--- src/rtl/if_fetch_ctrl.sv ---
// Instruction fetch controller feeding the instruction fetch buffer.
// Owns the fetch PC, issues tagged 64-bit line reads, holds one returned
// line and emits one 32-bit instruction per cycle with its branch
// prediction attached. A flush redirects the PC and drops any response
// still outstanding for the old path.
//
// Optional build macro: IF_PERF_CNT_EN adds two 32-bit saturating stall
// counters (memory stall, fetch-buffer-full stall). Without it both
// counter ports are tied to zero.
module if_fetch_ctrl #(
  parameter logic [63:0] RESET_PC = 64'h0,
  parameter int          TAG_W    = 4
) (
  input  logic             clk,
  input  logic             rst_n,
  output logic [1:0]       proc2Imem_command_o,
  output logic [63:0]      proc2Imem_addr_o,
  input  logic [TAG_W-1:0] Imem2proc_response_i,
  input  logic [63:0]      Imem2proc_data_i,
  input  logic [TAG_W-1:0] Imem2proc_tag_i,
  output logic [63:0]      if2bp_PC_o,
  input  logic             bp2if_pred_bit_i,
  input  logic [63:0]      bp2if_target_PC_i,
  input  logic             flush_en_i,
  input  logic [63:0]      flush_target_PC_i,
  input  logic             ifb_full_i,
  output logic             if_valid_o,
  output logic [31:0]      if_insn_o,
  output logic [63:0]      if_PC_o,
  output logic [63:0]      if_target_PC_o,
  output logic             if_pred_bit_o,
  output logic [31:0]      perf_mem_stall_o,
  output logic [31:0]      perf_full_stall_o
);

  localparam logic [1:0] CMD_NONE = 2'b00;
  localparam logic [1:0] CMD_LOAD = 2'b01;

  // REQ: free to issue; WAIT: line outstanding; DISCARD: outstanding line is stale
  typedef enum logic [1:0] {
    S_REQ     = 2'd0,
    S_WAIT    = 2'd1,
    S_DISCARD = 2'd2
  } state_t;

  state_t           state;
  logic [63:0]      pc;
  logic [63:0]      line_r;
  logic [60:0]      line_addr;
  logic             line_valid;
  logic [TAG_W-1:0] pend_tag;

  logic             line_hit;
  logic             issue;
  logic             accepted;
  logic             tag_match;
  logic             emit;
  logic [63:0]      next_pc;
  logic [31:0]      insn_sel;

  // Hit/issue/emit decode shared by the state update and the outputs
  always_comb begin
    line_hit  = line_valid && (line_addr == pc[63:3]);
    issue     = (state == S_REQ) && !line_hit && !flush_en_i;
    accepted  = issue && (Imem2proc_response_i != '0);
    tag_match = (Imem2proc_tag_i != '0) && (Imem2proc_tag_i == pend_tag);
    emit      = line_hit && !ifb_full_i && !flush_en_i;
    next_pc   = bp2if_pred_bit_i ? bp2if_target_PC_i : (pc + 64'd4);
    insn_sel  = pc[2] ? line_r[63:32] : line_r[31:0];
  end

  // Control state: PC, fetch FSM, line-valid flag and outstanding tag
  always_ff @(posedge clk) begin
    if (!rst_n) begin
      pc         <= RESET_PC;
      state      <= S_REQ;
      line_valid <= 1'b0;
      pend_tag   <= '0;
    end else if (flush_en_i) begin
      pc         <= flush_target_PC_i;
      line_valid <= 1'b0;
      case (state)
        // A response that lands with the flush clears the only tracked tag,
        // so there is nothing left to discard; otherwise wait it out.
        S_WAIT, S_DISCARD: state <= tag_match ? S_REQ : S_DISCARD;
        default:           state <= S_REQ;
      endcase
    end else begin
      if (emit) begin
        pc <= next_pc;
      end
      case (state)
        S_REQ: begin
          if (accepted) begin
            pend_tag <= Imem2proc_response_i;
            state    <= S_WAIT;
          end
        end
        S_WAIT: begin
          if (tag_match) begin
            line_valid <= 1'b1;
            state      <= S_REQ;
          end
        end
        S_DISCARD: begin
          if (tag_match) begin
            state <= S_REQ;
          end
        end
        default: state <= S_REQ;
      endcase
    end
  end

  // Line data capture; guarded by line_valid so it needs no reset
  always_ff @(posedge clk) begin
    if (rst_n && !flush_en_i && (state == S_WAIT) && tag_match) begin
      line_r    <= Imem2proc_data_i;
      line_addr <= pc[63:3];
    end
  end

  // Everything except the predictor lookup PC is forced to zero in reset
  always_comb begin
    proc2Imem_command_o = (rst_n && issue) ? CMD_LOAD : CMD_NONE;
    proc2Imem_addr_o    = rst_n ? {pc[63:3], 3'b000} : 64'd0;
    if2bp_PC_o          = pc;
    if_valid_o          = rst_n && emit;
    if_insn_o           = rst_n ? insn_sel : 32'd0;
    if_PC_o             = rst_n ? pc : 64'd0;
    if_target_PC_o      = rst_n ? next_pc : 64'd0;
    if_pred_bit_o       = rst_n && bp2if_pred_bit_i;
  end

`ifdef IF_PERF_CNT_EN
  logic [31:0] mem_stall_cnt;
  logic [31:0] full_stall_cnt;

  function automatic logic [31:0] sat_inc(input logic [31:0] v);
    return (v == 32'hFFFF_FFFF) ? v : (v + 32'd1);
  endfunction

  // Stall counters: memory not serving us, or line present but buffer full
  always_ff @(posedge clk) begin
    if (!rst_n) begin
      mem_stall_cnt  <= 32'd0;
      full_stall_cnt <= 32'd0;
    end else begin
      if ((state != S_REQ) || (issue && (Imem2proc_response_i == '0))) begin
        mem_stall_cnt <= sat_inc(mem_stall_cnt);
      end
      if (line_hit && ifb_full_i) begin
        full_stall_cnt <= sat_inc(full_stall_cnt);
      end
    end
  end

  assign perf_mem_stall_o  = rst_n ? mem_stall_cnt : 32'd0;
  assign perf_full_stall_o = rst_n ? full_stall_cnt : 32'd0;
`else
  assign perf_mem_stall_o  = 32'd0;
  assign perf_full_stall_o = 32'd0;
`endif

endmodule
--- config.mk ---
export PLATFORM = sky130hd
export DESIGN_NAME = if_fetch_ctrl
export DESIGN_NICKNAME = d
export VERILOG_FILES = /design/src/rtl/if_fetch_ctrl.sv
export SDC_FILE = /design/constraint.sdc
export NUM_CORES = 1
export LEC_CHECK = 0
export CORE_ASPECT_RATIO = 1.2
export CORE_MARGIN = 1
export CORE_UTILIZATION = 25
export DETAILED_ROUTE_END_ITERATION = 10
export PLACE_DENSITY = 0.58
export SYNTH_ARGS = -nofsm -noshare
export SYNTH_HDL_FRONTEND = slang
export SYNTH_SLANG_ARGS = --single-unit
--- constraint.sdc ---
create_clock -name clk -period 8.9 [get_ports clk]
set_input_delay 0.89 -clock clk [delete_from_list [all_inputs] [get_ports clk]]
set_output_delay 0.89 -clock clk [all_outputs]
set_load 0.03 [all_outputs]
======== Word-level counts from Yosys, hierarchy flattened ========
Index checks and enable logic that the tools add are counted.
operators by class
  equality and inequality tests ........... 6
  multiplexer cells ....................... 15
  bitwise gates (word level) .............. 2
  $add $sub $neg .......................... 1
  reductions and logical operators ........ 25
operators with widths
  cell                                                             count
  64-bit two-way mux                                               6
  64-bit by 3-bit adder with 64-bit output, second input constant  1
  32-bit two-way mux                                               2
  61-bit == test                                                   1
  1-bit logical AND                                                13
  2-bit two-way mux                                                5
  4-bit nonzero test                                               2
  4-bit == test                                                    1
  2-bit one-hot mux with 2 select lines                            1
  2-bit AND reduction                                              2
  2-bit OR reduction                                               2
  1-bit zero test                                                  3
  3-bit by 1-bit != test with 1-bit output, second input constant  1
  3-bit != test, second input constant                             1
  3-bit AND reduction                                              1
  2-bit by 1-bit == test with 1-bit output, second input constant  1
  2-bit == test, second input constant                             1
  2-bit zero test                                                  1
  1-bit NOT                                                        2
  2-bit nonzero test                                               1
  1-bit two-way mux                                                1
storage, ports and cells
  flip-flop bits (word level) ............. 196
  input port bits ......................... 205
  word-level logic and storage cells ...... 55

======== Longest topological paths before layout ========
Gate-level depths: netlist of the first run.
  depth in word-level cells ............... 9
  mapped depth ............................ 11
  depth with buffers taken out ............ 8

======== Least setup slack after synthesis of the first run ========
No wires, ideal clock.
  kind .................................... input to register
  start point ............................. in flush_en_i
  end point ............................... reg line_addr[0] (enable)
  data arrival time ....................... 6.996 ns
  cell stages on the path ................. 5
  setup slack ............................. 1.292 ns
  cell sequence ........................... clkbuf_1 > nor2_1 > clkbuf_1 > nand2_1 > nor2_1
between the ends
  cells in the longest elaborated chain, start to end .. 4
ends and longest elaborated chain
  element                         RTL line  RTL
  start, declared                 24        input logic flush_en_i,
  1-bit zero test                 117       if (rst_n && !flush_en_i && (state == S_WAIT) && tag_match) begin
  1-bit logical AND (3 in a row)  117
  end signal, assigned            119       line_addr <= pc[63:3];
  end, declared                   49        logic [60:0] line_addr;
Every way passes these cells.
A chain may end at the register's enable or synchronous reset.

======== Worst setup path in the final report of the first run ========
  start point ............................. reg pc[7], in the netlist if2bp_PC_o[7]
  end point ............................... out if_target_PC_o[45]
between the ends
  cells in the longest elaborated chain, start to end .. 3
ends and longest elaborated chain
  element                                   RTL line  RTL
  start, declared                           47        logic [63:0] pc;
  start signal, assigned                    80        pc <= flush_target_PC_i;
  start signal, assigned                    90        pc <= next_pc;
  64-bit by 3-bit adder with 64-bit output  68        next_pc = bp2if_pred_bit_i ? bp2if_target_PC_i : (pc + 64'd4);
  64-bit two-way mux                        68
  64-bit two-way mux                        131       if_target_PC_o = rst_n ? next_pc : 64'd0;
  end, declared                             30        output logic [63:0] if_target_PC_o,
Every way passes these cells.

==> results.sh, run 1 <==
export IMPL_power_leakage_nw=6.25
export IMPL_numCtsBuffers=17
export IMPL_worst_path_max_fanout=16
export IMPL_most_common_cell_after_layout_fill_and_taps_aside="clkdlybuf4s50_1"
export IMPL_placementRows=86
export IMPL_post_synth_top_area_cell="edfxtp_1"
export IMPL_timing_max_cap_violations=0
export IMPL_die_y_um=240
export IMPL_viasPerCell=4.74
export IMPL_finalPower_mw=2.43
export IMPL_io_buffer_count=492
export IMPL_r2r_worst_path_cells=8
export IMPL_nNetsFinal=1762
export IMPL_final_layout_size_suffix_gt1_share_pct=5.17
export IMPL_worstSetupPathType="flop to output pin"
export IMPL_drt_antenna_violating_nets=0
export IMPL_placed_cells=2151
export IMPL_cellPowerDensity_mw_per_mm2=143
export IMPL_initial_cell_density_of_the_core_pct=25.6
export IMPL_period_share_pct=58.3
export IMPL_die_area_mm2=0.0482
export IMPL_first_global_vias=10195
export IMPL_globalRouteTotalUtil_pct=19.5
export IMPL_slew_viol_final=0
export IMPL_worst_clock_skew_ns=0.0117
export IMPL_clock_insertion_delay_worst_skew_ns=0.47
export IMPL_worstHoldPathType="flop to flop"
export IMPL_drt_iter0_markers=546
export IMPL_floorplan_io_pins=561
export IMPL_cp_end_kind="output pin"
export IMPL_clk_pin_slew_ns=0.08
export IMPL_postSynthRegisterBits=196
export IMPL_synth_seq_area_share_pct=43.8
export IMPL_dr_total_vias=10352
export IMPL_syn2layout_area_growth_pct=44.2
export IMPL_crit_required_ns=8.01
export IMPL_post_synth_top_area_fraction_pct=31.7
export IMPL_tightestPinTransition_ns=1.05
export IMPL_routed_wl_um=48500
export IMPL_vdd_drop_max_mv=0.145
export IMPL_post_cts_repair_setup_buffers=0
export IMPL_core_area_mm2=0.0463
export IMPL_totalNegativeSetupSlack_ns=0
export IMPL_clockBufferDepth=2
export IMPL_clock_tree_htree_level_count=4
export IMPL_finalWeightedCongestion=0.832
export IMPL_synthesis_area_mm2=0.0118
export IMPL_hold_depth=1
export IMPL_synthesis_yosys_warnings=0
export IMPL_cts_tree="done"
export IMPL_postSynthAreaPerCell_um2=10.0
export IMPL_synth_edff_count=125
export IMPL_finalHoldViolations=0
export IMPL_slew_headroom_pct=30.3
export IMPL_period_minus_ws_final_ns=5.19
export IMPL_post_synth_num_cell_types=77
export IMPL_dr_pass1_iters=5
export IMPL_cts_root_buf="clkbuf_16"
export IMPL_remaining_drc_errors=0
export IMPL_grt_start_max_net_pins=77
export IMPL_cts_resized=0
export IMPL_netlist_instances=1179
export IMPL_setup_violations=0
export IMPL_synth_area_leaders="edfxtp_1 (32%), dfxtp_1 (12%), buf_4 (8.4%)"
export IMPL_grt_setup_unrepaired="no"
export IMPL_synth_ff_type="edfxtp_1"
export IMPL_synthArstFlopShare_pct=0
export IMPL_worstPathArrival_ns=4.30
export IMPL_post_route_worst_setup_slack_ns=3.71
export IMPL_place_worst_setup_slack_ns=3.98
export IMPL_overflow=0
export IMPL_antenna_violations_before_repair=2
export IMPL_run_status="finished, final reports clean"
export IMPL_layout_common_cells="clkdlybuf4s50_1 (489), edfxtp_1 (125), nor2_1 (79)"
export IMPL_postCtsHoldBufs=0
export IMPL_dp_hpwl_um=36700
export IMPL_final_instance_count_excl_fill=2184
export IMPL_critPathLaunchType="flop"
export IMPL_die_width_um=201
export IMPL_grt_pass1_wl_um=68800
export IMPL_drt_wirelength_per_cell_um=22.2
export IMPL_maxClockFrequency_mhz=193
export IMPL_clock_sinks=196
## power by group
part	internal [mW]	switching, mW
logic	0.253	0.328
clock network	0.383	0.429
registers	0.985	0.0552
total	1.62	0.813
## cell type report
type / instances / area, um2
inverters: 20 / 77.6
well taps: 616 / 771
repair buffers: 508 / 5030
diodes: 1 / 2.50
clock inverters: 15 / 171
multi-input cells: 811 / 5390
fillers: 4629 / 29200
clock buffers: 17 / 425
flip-flops and latches: 196 / 5180
## state kept, by name (all words and copies together), names as in the netlist
| name | cells |
|---|---|
| if2bp_PC_o | 64 |
| line_addr | 61 |
| line_r | 64 |
| line_valid | 1 |
| pend_tag | 4 |
| state | 2 |
## per-stage QoR
| stage | instance area [um2] | utilization (%) | hold WS, ns |
|---|---|---|---|
| after floorplan | 12100 | - | 0.420 |
| after global placement | 16400 | 35.5 | 0.428 |
| after detailed placement | 16400 | 35.5 | 0.438 |
| after CTS | 17000 | 36.8 | 0.458 |
| after global routing | 17000 | 36.8 | 0.469 |
| final | 17000 | 36.8 | 0.453 |
## critical path: stages, from the launching register on
cell	delay, ns
dfxtp_1	0.70
and4_2	0.41
and3_1	0.38
nand4_2	0.55
or2_1	0.50
o31a_2	0.30
o311a_1	0.35
clkdlybuf4s50_1	0.62
## cells in the mapped netlist, drive strengths merged (2+ instances only)
library cell  count
a22o              4
nand3            34
nor3             19
ha                3
buf             165
o211a            14
dfxtp            71
a21oi            37
nand2            50
nand2b           11
o311a             3
nor2             83
nor4             15
and2             69
edfxtp          125
o2bb2ai           3
nand4            31
xnor2            74
a211oi           17
mux2i            54
o21ai            51
or2               2
clkbuf           53
or4               4
o31a              2
and3             11
a311oi            6
and4             10
a32o             37
a211o             7
a21o             39
inv              19
xor2             27
or3              10
## kinds of logic after synthesis
| family | Yosys count | share of synthesized area [%] |
|---|---|---|
| AND/OR/NAND/NOR | 353 | 16.3 |
| buffers and inverters | 239 | 13.0 |
| AO/OA/AOI/OAI | 232 | 14.4 |
| flip-flops | 196 | 43.8 |
| XOR/XNOR | 101 | 7.55 |
| multiplexers | 54 | 4.57 |
| adder cells (fa/ha/maj) | 3 | 0.318 |
| other | 1 | 0.0317 |
## layer usage
layer	global-route usage (%)	vias to the layer above	part of all wire (%)
met5	0	-	0.027
met4	7.26	2	2.6
met3	4.05	55	5.9
met2	35.9	487	52
met1	22.2	4998	39
li1	-	4810	-
## worst paths after layout
kind	end	from	slack, ns
max	if_target_PC_o[45]	if2bp_PC_o[7]	3.71
min	line_valid	line_valid	0.45
max reg2reg	if2bp_PC_o[26]	if2bp_PC_o[8]	5.32
min reg2reg	line_valid	line_valid	0.45
Note: power is estimated with default switching activity, not from simulation.
==> run 2, diff against run 1 <==
==> constraint.sdc (replaced) <==
create_clock -name clk -period 4.9 [get_ports clk]
set_input_delay 0.49 -clock clk [delete_from_list [all_inputs] [get_ports clk]]
set_output_delay 0.49 -clock clk [all_outputs]
set_load 0.03 [all_outputs]
==> results.sh, run 2 (synthesis results as in run 1) <==
export IMPL_clock_tree_htree_level_count=4
export IMPL_clockBufferDepth=2
export IMPL_finalWeightedCongestion=0.838
export IMPL_power_leakage_nw=6.40
export IMPL_numCtsBuffers=17
export IMPL_crit_required_ns=4.41
export IMPL_critPathLaunchType="flop"
export IMPL_clock_sinks=196
export IMPL_post_cts_repair_setup_buffers=0
export IMPL_dr_total_vias=10372
export IMPL_maxClockFrequency_mhz=222
export IMPL_die_area_mm2=0.0482
export IMPL_slew_headroom_pct=35.7
export IMPL_cts_tree="done"
export IMPL_dr_pass1_iters=4
export IMPL_period_share_pct=92.0
export IMPL_setup_violations=0
export IMPL_timing_hold_worst_start="line_valid"
export IMPL_floorplan_io_pins=561
export IMPL_syn2layout_area_growth_pct=46.1
export IMPL_core_area_mm2=0.0463
export IMPL_drt_wirelength_per_cell_um=22.1
export IMPL_finalHoldViolations=0
export IMPL_die_y_um=240
export IMPL_grt_start_max_net_pins=69
export IMPL_worstSetupPathType="flop to output pin"
export IMPL_hold_slack_ns=0.462
export IMPL_tightestPinTransition_ns=0.962
export IMPL_drt_antenna_violating_nets=0
export IMPL_grt_pass1_wl_um=70300
export IMPL_globalRouteTotalUtil_pct=20.0
export IMPL_cellPowerDensity_mw_per_mm2=255
export IMPL_totalNegativeSetupSlack_ns=0
export IMPL_routed_wl_um=49000
export IMPL_initial_cell_density_of_the_core_pct=25.6
export IMPL_cp_end_kind="output pin"
export IMPL_worst_clock_skew_ns=0.0119
export IMPL_worstPathArrival_ns=4.02
export IMPL_die_width_um=201
export IMPL_nNetsFinal=1793
export IMPL_layout_common_cells="clkdlybuf4s50_1 (489), edfxtp_1 (125), nor2_1 (79)"
export IMPL_most_common_cell_after_layout_fill_and_taps_aside="clkdlybuf4s50_1"
export IMPL_placementRows=86
export IMPL_final_core_utilization_pct=37.3
export IMPL_slew_viol_final=0
export IMPL_grt_setup_unrepaired="no"
export IMPL_overflow=0
export IMPL_count_of_antenna_diodes_in_the_layout=0
export IMPL_cts_root_buf="clkbuf_16"
export IMPL_first_global_vias=10475
export IMPL_worstHoldPathType="flop to flop"
export IMPL_worst_path_max_fanout=11
export IMPL_final_layout_size_suffix_gt1_share_pct=7.01
export IMPL_dp_hpwl_um=38100
export IMPL_clk_pin_slew_ns=0.08
export IMPL_vdd_drop_max_mv=0.257
export IMPL_worst_setup_startpoint="if2bp_PC_o[38]"
export IMPL_drt_iter0_markers=500
export IMPL_cts_resized=0
export IMPL_period_minus_ws_final_ns=4.51
export IMPL_viasPerCell=4.68
export IMPL_postCtsHoldBufs=0
export IMPL_worst_r2r_startpoint="if2bp_PC_o[8]"
export IMPL_antenna_violations_before_repair=1
export IMPL_num_fill_cells=4668
export IMPL_io_buffer_count=492
export IMPL_run_status="finished, final reports clean"
export IMPL_clock_insertion_delay_worst_skew_ns=0.46
export IMPL_timing_max_cap_violations=0
export IMPL_remaining_drc_errors=0
==> run 2: cell type report <==
type | instances | area [um2] | area share (%)
inverters | 20 | 77.6 | 0.449
flip-flops and latches | 196 | 5180 | 30.0
clock inverters | 15 | 156 | 0.906
multi-input cells | 811 | 5390 | 31.2
repair buffers | 539 | 5280 | 30.6
clock buffers | 17 | 425 | 2.46
well taps | 616 | 771 | 4.46
==> run 2: power breakdown <==
| group | internal, mW | leakage (nW) | switching [mW] |
|---|---|---|---|
| clock network | 0.685 | 0.285 | 0.741 |
| logic | 0.479 | 4.40 | 0.648 |
| registers | 1.79 | 1.72 | 0.0580 |
==> run 2: metrics by stage <==
step	setup WS [ns]	std cells	power (mW)	instance area, um2
detailed placement	0.829	2182	3.02	16700
global placement	0.798	2182	3.02	16700
global route	0.134	2214	4.57	17300
CTS	0.276	2214	4.46	17300
finish	0.394	2214	4.40	17300
floorplan	1.20	1246	2.53	12100
==> run 2: metal layers <==
layer  global-route usage (%)  part of all wire (%)  up-vias
met4                     6.73                   2.4        2
met2                     36.8                    52      435
met1                     22.9                    40     5020
li1                         -                     -     4863
met3                     3.96                   5.2       52
met5                        0                 0.035        -
==> run 2: final timing paths <==
path	to	slack, ns	cells after the start
max	if_target_PC_o[63]	0.39	7
min	line_valid	0.46	1
max reg2reg	if2bp_PC_o[17]	1.39	9
min reg2reg	line_valid	0.46	1
==> run 2: worst max-delay path, stage by stage (launching register included) <==
cell and delay (ns):
dfxtp_1 0.68, nand4_4 0.20, nor3_1 0.37, nand4_1 0.40, nor4_1 0.56, xnor2_1 0.18
a211oi_1 0.39, clkdlybuf4s50_1 0.77
